**src/rtl/rr_mux_arbiter.sv**
```systemverilog
// Round-robin arbiter over four requesters with a bounded hold time per grant.
// The registered grant index drives a 4:1 mux of the channel data buses.
module rr_mux_arbiter #(
  parameter int unsigned HOLD_MAX = 4
) (
  input  logic       clk,
  input  logic       rst,
  input  logic [3:0] req,
  input  logic [1:0] a,
  input  logic [1:0] b,
  input  logic [1:0] c,
  input  logic [1:0] d,
  output logic [3:0] gnt,
  output logic [1:0] sel,
  output logic [1:0] y,
  output logic       busy
);

  typedef enum logic {
    IDLE  = 1'b0,
    GRANT = 1'b1
  } state_e;

  localparam logic [3:0] HOLD_LAST = 4'(HOLD_MAX - 1);

  state_e     state_q, state_d;
  logic [1:0] ptr_q,   ptr_d;
  logic [3:0] hold_q,  hold_d;
  logic [3:0] gnt_q,   gnt_d;
  logic [1:0] sel_q,   sel_d;
  logic       busy_q,  busy_d;

  logic [2:0] win_home;
  logic [2:0] win_next;
  logic [1:0] next_ptr;
  logic       grant_end;

  // Returns {found, index} of the first requester at or after base, modulo 4.
  function automatic logic [2:0] pick(input logic [3:0] r, input logic [1:0] base);
    logic [2:0] res;
    logic [1:0] idx;
    res = 3'b000;
    for (int i = 3; i >= 0; i--) begin
      idx = base + 2'(i);
      if (r[idx]) res = {1'b1, idx};
    end
    return res;
  endfunction

  function automatic logic [3:0] onehot(input logic [1:0] idx);
    return 4'b0001 << idx;
  endfunction

  assign next_ptr  = sel_q + 2'd1;
  assign win_home  = pick(req, ptr_q);
  assign win_next  = pick(req, next_ptr);
  assign grant_end = !req[sel_q] || (hold_q == HOLD_LAST);

  always_comb begin
    state_d = state_q;
    ptr_d   = ptr_q;
    hold_d  = hold_q;
    gnt_d   = gnt_q;
    sel_d   = sel_q;
    busy_d  = busy_q;
    case (state_q)
      IDLE: begin
        if (win_home[2]) begin
          state_d = GRANT;
          sel_d   = win_home[1:0];
          gnt_d   = onehot(win_home[1:0]);
          busy_d  = 1'b1;
          hold_d  = 4'd0;
        end
      end
      GRANT: begin
        if (grant_end) begin
          // Ending grant rotates priority and re-arbitrates in the same edge.
          ptr_d  = next_ptr;
          hold_d = 4'd0;
          if (win_next[2]) begin
            sel_d = win_next[1:0];
            gnt_d = onehot(win_next[1:0]);
          end else begin
            state_d = IDLE;
            gnt_d   = 4'b0000;
            busy_d  = 1'b0;
          end
        end else begin
          hold_d = hold_q + 4'd1;
        end
      end
      default: begin
        state_d = IDLE;
      end
    endcase
  end

  always_ff @(posedge clk) begin
    if (rst) begin
      state_q <= IDLE;
      ptr_q   <= 2'd0;
      hold_q  <= 4'd0;
      gnt_q   <= 4'b0000;
      sel_q   <= 2'd0;
      busy_q  <= 1'b0;
    end else begin
      state_q <= state_d;
      ptr_q   <= ptr_d;
      hold_q  <= hold_d;
      gnt_q   <= gnt_d;
      sel_q   <= sel_d;
      busy_q  <= busy_d;
    end
  end

  always_comb begin
    y = 2'b00;
    if (gnt_q != 4'b0000) begin
      case (sel_q)
        2'd0:    y = a;
        2'd1:    y = b;
        2'd2:    y = c;
        default: y = d;
      endcase
    end
  end

  assign gnt  = gnt_q;
  assign sel  = sel_q;
  assign busy = busy_q;

endmodule

```
**config.mk**
```make
export PLATFORM = sky130hd
export DESIGN_NAME = rr_mux_arbiter
export DESIGN_NICKNAME = d
export VERILOG_FILES = /design/src/rtl/rr_mux_arbiter.sv
export SDC_FILE = /design/constraint.sdc
export NUM_CORES = 1
export LEC_CHECK = 0
export BUFFER_PORTS_ARGS = -buffer_cell sky130_fd_sc_hd__buf_2
export CAP_MARGIN = 20
export CORE_AREA = 2 2 45 47
export CTS_CLUSTER_DIAMETER = 30
export DETAILED_ROUTE_END_ITERATION = 7
export DIE_AREA = 0 0 47 49
export PLACE_DENSITY = 0.79
export RECOVER_POWER = 50
export SLEW_MARGIN = 20
export SYNTH_ARGS = -nofsm -noshare
export SYNTH_HDL_FRONTEND = slang
export SYNTH_SLANG_ARGS = --single-unit
export TNS_END_PERCENT = 30
```
**constraint.sdc**
```tcl
create_clock -name clk -period 2.9 [get_ports clk]
set_input_delay 0.29 -clock clk [delete_from_list [all_inputs] [get_ports clk]]
set_output_delay 0.29 -clock clk [all_outputs]
set_load 0.02 [all_outputs]
```
==> results of run 1 <==
-- layout make-up --
cell class              count  area, um^2
fillers                   180       762.0
multi-input cells          94       621.8
flip-flops and latches     14       280.3
repair buffers             22       100.1
clock buffers               4       36.28
well taps                  27       33.78
inverters                   2       7.507
-- metal layers --
layer  global-route usage, %  part of all wire, %
met5                       0                    0
met3                   4.815                  5.3
met2                   34.70                   50
met4                   6.481                 0.91
met1                   25.76                   43
-- kinds of logic (layout without fill, tap and decap cells) --
logic type / count (synthesis) / count (layout) / synth area share, %
multiplexers: 3 / 3 / 4.444
adder cells (fa/ha/maj): 5 / 5 / 6.536
AND/OR/NAND/NOR: 54 / 54 / 32.16
flip-flops: 14 / 14 / 29.28
buffers and inverters: 7 / 28 / 4.053
AO/OA/AOI/OAI: 32 / 32 / 23.53
-- worst max-delay path, cell delays in order, from the launching register on --
cell and delay (ns):
dfxtp_1 0.56, inv_1 0.14, ha_1 0.24, a222oi_1 0.32
nor2_1 0.09, a21oi_1 0.13, nor2_1 0.05, buf_2 0.17
-- flip-flops by register name, indices dropped and copies added (netlist names) --
| register | count |
|---|---|
| hold_q | 4 |
| sel | 2 |
| busy | 1 |
| state_q | 1 |
| gnt | 4 |
| ptr_q | 2 |
-- cell usage after synthesis, types with 3 or more instances --
cell      number
a211oi_1       3
nand3_1        4
o21ai_0        5
dfxtp_1       14
nand2_1        5
nand2b_1       7
nor2_1        23
ha_1           5
a21oi_1        9
a311oi_1       3
nor2b_1        3
-- report_power, final --
group	total, mW	internal, mW	leakage, nW	switching, mW
registers	0.235	0.212	0.115	0.0239
clock network	0.147	0.0765	0.0210	0.0702
logic	0.215	0.0888	0.293	0.127
-- metrics by stage --
stage	utilization [%]	instances
after detailed placement	58.08	159
after global placement	58.08	159
after floorplan	-	115
final	58.63	163
after CTS	60.05	163
after global routing	58.63	163
-- final timing paths --
check | startpoint | end | slack, ns
max | sel[0] | y[0] | 0.63
min | rst | hold_q[1] | 0.35
min reg2reg | busy | busy | 0.51
max reg2reg | sel[0] | gnt[1] | 0.71
==> flow_summary.toml, run 1 <==
[worst_hold_path]
hold_path.class = "primary input to register"
holdPathStages = 2

[floorplanning]
core_area_mm2 = 0.001842
die_w_um = 47
num_rows = 16
start_util_pct = 51.97
fp.dieArea_mm2 = 0.002303
die-height_um = 49
ios = 23

[synthesis]
syn_avg_cell_area_um2 = 8.323
syn_inst = 115
synthFlopType = "dfxtp_1"
synth_edf_count = 0
syn_area_um2 = 957.2
netlist_top_cells_area = "dfxtp_1, nor2_1, ha_1"
seq_area_frac_synth_pct = 29.28
yosysUniqueCellTypes = 37
synth_nets = 134
ys_async_sr_fraction_pct = 0
synth_top_cell_area_share_pct = 29.28
yosysTopAreaCell = "dfxtp_1"
yosysWarnings = 0
yosys_register_bits = 14

[cells_and_area]
nNetsFinal = 156
final_common_cell = "nor2_1"
layout_common_cells = "nor2_1, dfxtp_1, buf_2, a21oi_1, clkbuf_1"
antenna_cells = 0
drive_gt1_share_pct = 19.85
syn2layout_area_growth_pct = 12.81
fin_area_mm2 = 0.001080

[status]
status = "finished, final reports clean"

[global_routing]
grt_overflow = 0
grt_pass1_wl_mm = 3.519
grt_pass1_vias = 849
grt_max_degree = 15
track_usage_pct = 20.85
antenna_found_initial = 0

[place]
place_area_mm2 = 0.001070
dpl_worst_slack_ns = 0.7557
dpl.hpwl_mm = 1.550
port-buffer-count = 22
globalplace.congestion = 0.8735

[clock_network]
clockBufferDepth = 2
postCtsSetupRepairBufs = 0
root_buffer = "clkbuf_4"
cts.htree.levels = 1
cts_tree = "done"
cts_hold_buf = 0
clock-sinks = 14
cts_buffers = 3
post_cts_resize_count = 0
clk_latency_ns = 0.29
clkTransAtPathRegs_ns = 0.09

[sta]
whs_ns = 0.3478
finalCritPeriodShare_pct = 78.41
layout_setup_ws_ns = 0.6262
setup_violations = 0
fmax_mhz = 439.8
relSlewSlack_pct = 41.60
worst_pin_slew_ns = 0.8680
fin_crit_ns = 2.274
rsz0062_at_grt = "no"
setup_tns_ns = 0
slew_viol_final = 0
skew_ns = 0.0005880
hold_violations = 0

[worst_setup_path]
worstPathRequired_ns = 2.61
r2r_cells = 6
worst-path-max-fanout = 12
crit_type = "register to primary output"
cp-start-kind = "register"
worst_ep_arrival_time_ns = 1.98
worst_setup_path_end_kind = "primary output"

[routing]
ant_nets = 0
vias = 926
drtPass1Iterations = 6
drc = 0
drt-initial-drc-count = 38
viasPerCell = 5.681
wire_per_inst_um = 12.83
wl_mm = 2.091

[run]
maxCapViolCount = 0

[pwr]
p_per_area_mw_per_mm2 = 553.3
peakVddDrop_mv = 0.3076
power_mw = 0.5974
power_leakage_nw = 0.4287
Note: power is estimated with default switching activity, not from simulation.
==> run 2: changes to the inputs <==
--- a/config.mk
+++ b/config.mk
@@ -5,13 +5,14 @@
 export SDC_FILE = /design/constraint.sdc
 export NUM_CORES = 1
 export LEC_CHECK = 0
+export ABC_AREA = 1
 export BUFFER_PORTS_ARGS = -buffer_cell sky130_fd_sc_hd__buf_2
 export CAP_MARGIN = 20
-export CORE_AREA = 2 2 45 47
+export CORE_AREA = 2 2 51 53
 export CTS_CLUSTER_DIAMETER = 30
 export DETAILED_ROUTE_END_ITERATION = 7
-export DIE_AREA = 0 0 47 49
-export PLACE_DENSITY = 0.79
+export DIE_AREA = 0 0 53 55
+export PLACE_DENSITY = 0.75
 export RECOVER_POWER = 50
 export SLEW_MARGIN = 20
 export SYNTH_ARGS = -nofsm -noshare
==> constraint.sdc (replaced) <==
create_clock -name clk -period 2.3 [get_ports clk]
set_input_delay 0.23 -clock clk [delete_from_list [all_inputs] [get_ports clk]]
set_output_delay 0.23 -clock clk [all_outputs]
set_load 0.02 [all_outputs]
==> flow_summary.toml, run 2 <==
[clock_network]
cts_hold_buf = 0
post_cts_resize_count = 0
clk_latency_ns = 0.28
postCtsSetupRepairBufs = 0
clkTransAtPathRegs_ns = 0.09
cts.htree.levels = 1
cts_buffers = 3
clock-sinks = 14
clockBufferDepth = 2
root_buffer = "clkbuf_4"
cts_tree = "done"

[floorplanning]
die-height_um = 55
num_rows = 18
fp.dieArea_mm2 = 0.002915
start_util_pct = 51.64
ios = 23
core_area_mm2 = 0.002365
die_w_um = 53

[global_routing]
track_usage_pct = 20.07
antenna_found_initial = 0
grt_overflow = 0
grt_pass1_wl_mm = 4.381
grt_max_degree = 14
grt_pass1_vias = 1067

[worst_hold_path]
hold_path.class = "primary input to register"

[run]
maxCapViolCount = 0

[cells_and_area]
syn2layout_area_growth_pct = 13.01
nFillCells = 264
regArea_um2 = 280.3
nNetsFinal = 254
antenna_cells = 0
multi_input_comb_area_um2 = 805.8
final_common_cell = "nand2_1"
layout_common_cells = "nand2_1, nand3_1, inv_1, nor2_1, buf_2"
drive_gt1_share_pct = 17.09
fin_area_mm2 = 0.001380

[synthesis]
synth.most_common_cell = "nand2_1"
synthFlopType = "dfxtp_1"
seq_area_frac_synth_pct = 22.95
synth_common_cells = "nand2_1, nand3_1, inv_1"
netlist_top_cells_area = "dfxtp_1, nand2_1, nand3_1"
yosysUniqueCellTypes = 24
synth_top_cell_area_share_pct = 22.95
syn_inst = 209
yosysTopAreaCell = "dfxtp_1"
synth_nets = 228
ys_async_sr_fraction_pct = 0
syn_area_mm2 = 0.001221
yosysWarnings = 0
yosys_register_bits = 14
synth_edf_count = 0
syn_avg_cell_area_um2 = 5.843

[sta]
fin_crit_ns = 1.937
worst_pin_slew_ns = 0.4268
slew_viol_final = 0
fmax_mhz = 516.2
whs_ns = 0.1933
hold_violations = 0
skew_ns = 0.005971
setup_tns_ns = 0
relSlewSlack_pct = 71.51
rsz0062_at_grt = "no"
layout_setup_ws_ns = 0.3626
setup_violations = 0
finalCritPeriodShare_pct = 84.23

[routing]
vias = 1311
wire_per_inst_um = 9.913
drt-initial-drc-count = 38
ant_nets = 0
drc = 0
viasPerCell = 4.966
wl_mm = 2.617
drtPass1Iterations = 4

[worst_setup_path]
cp-start-kind = "register"
worstPathRequired_ns = 2.49
crit_type = "register to register"
worst_setup_path_end_kind = "register"
worst-path-max-fanout = 6
worst_ep_arrival_time_ns = 2.13

[pwr]
p_per_area_mw_per_mm2 = 1405
peakVddDrop_mv = 0.6113
power_leakage_nw = 0.7370

[place]
dpl.hpwl_mm = 2.142
place_area_mm2 = 0.001354
dpl_worst_slack_ns = 0.3732
globalplace.congestion = 0.9515
port-buffer-count = 22

[status]
status = "finished, final reports clean"
-- run 2: path summary, 6_finish.rpt --
check | start | to | slack (ns) | depth (start not counted)
worst min register to register | busy | busy | 0.48 | 2
worst min-delay path | rst | hold_q[3] | 0.19 | 2
worst max register to register | sel[1] | gnt[1] | 0.36 | 16
worst max-delay path | sel[1] | gnt[1] | 0.36 | 16
-- run 2: logic make-up after synthesis --
family | count (synthesis) | synth area share (%)
DFF | 14 | 22.95
and+or+nand+nor | 126 | 45.29
AOI/OAI and AO/OA | 33 | 15.06
xor gates and xnor gates | 1 | 0.7173
adders and majority gates | 5 | 5.123
buffers and inverters | 30 | 10.86
-- run 2: worst max-delay path: stages (launching register included) --
cell and delay [ns]:
dfxtp_1 0.42, inv_1 0.11, ha_1 0.35, inv_1 0.13
nand2_1 0.06, nand2_1 0.07, nand2_1 0.07, nand2_1 0.10
inv_2 0.04, nand2_1 0.05, nand2_1 0.05, nand2_1 0.07
nand2_1 0.09, nand3_1 0.07, nand3_1 0.06, nand2_1 0.06
inv_1 0.03
-- run 2: power breakdown --
group | switching, mW | internal [mW] | leakage (nW) | total (mW)
sequential | 0.0729 | 0.314 | 0.115 | 0.386
combinational | 0.903 | 0.473 | 0.601 | 1.38
clock | 0.0812 | 0.0964 | 0.0210 | 0.178
-- run 2: layout make-up --
type | count | share of cell area (%)
flip-flops and latches | 14 | 20.31
clock buffers | 4 | 2.629
multi-input cells | 165 | 58.39
repair buffers | 23 | 7.978
well taps | 30 | 2.720
inverters | 28 | 7.978
-- run 2: layer usage --
| layer | track usage, % | vias to the layer above | part of all wire [%] |
|---|---|---|---|
| met5 | 0 | - | 0 |
| li1 | - | 716 | - |
| met3 | 4.032 | 4 | 4.7 |
| met1 | 26.02 | 567 | 50 |
| met2 | 35.42 | 24 | 45 |
| met4 | 2.564 | 0 | 0.73 |
-- run 2: per-stage QoR --
step	cells	total power [mW]	util (%)
floorplan	209	1.515	-
global placement	260	1.778	57.25
detailed placement	260	1.785	57.25
CTS	264	1.969	58.78
global route	264	2.178	58.36
finish	264	1.939	58.36
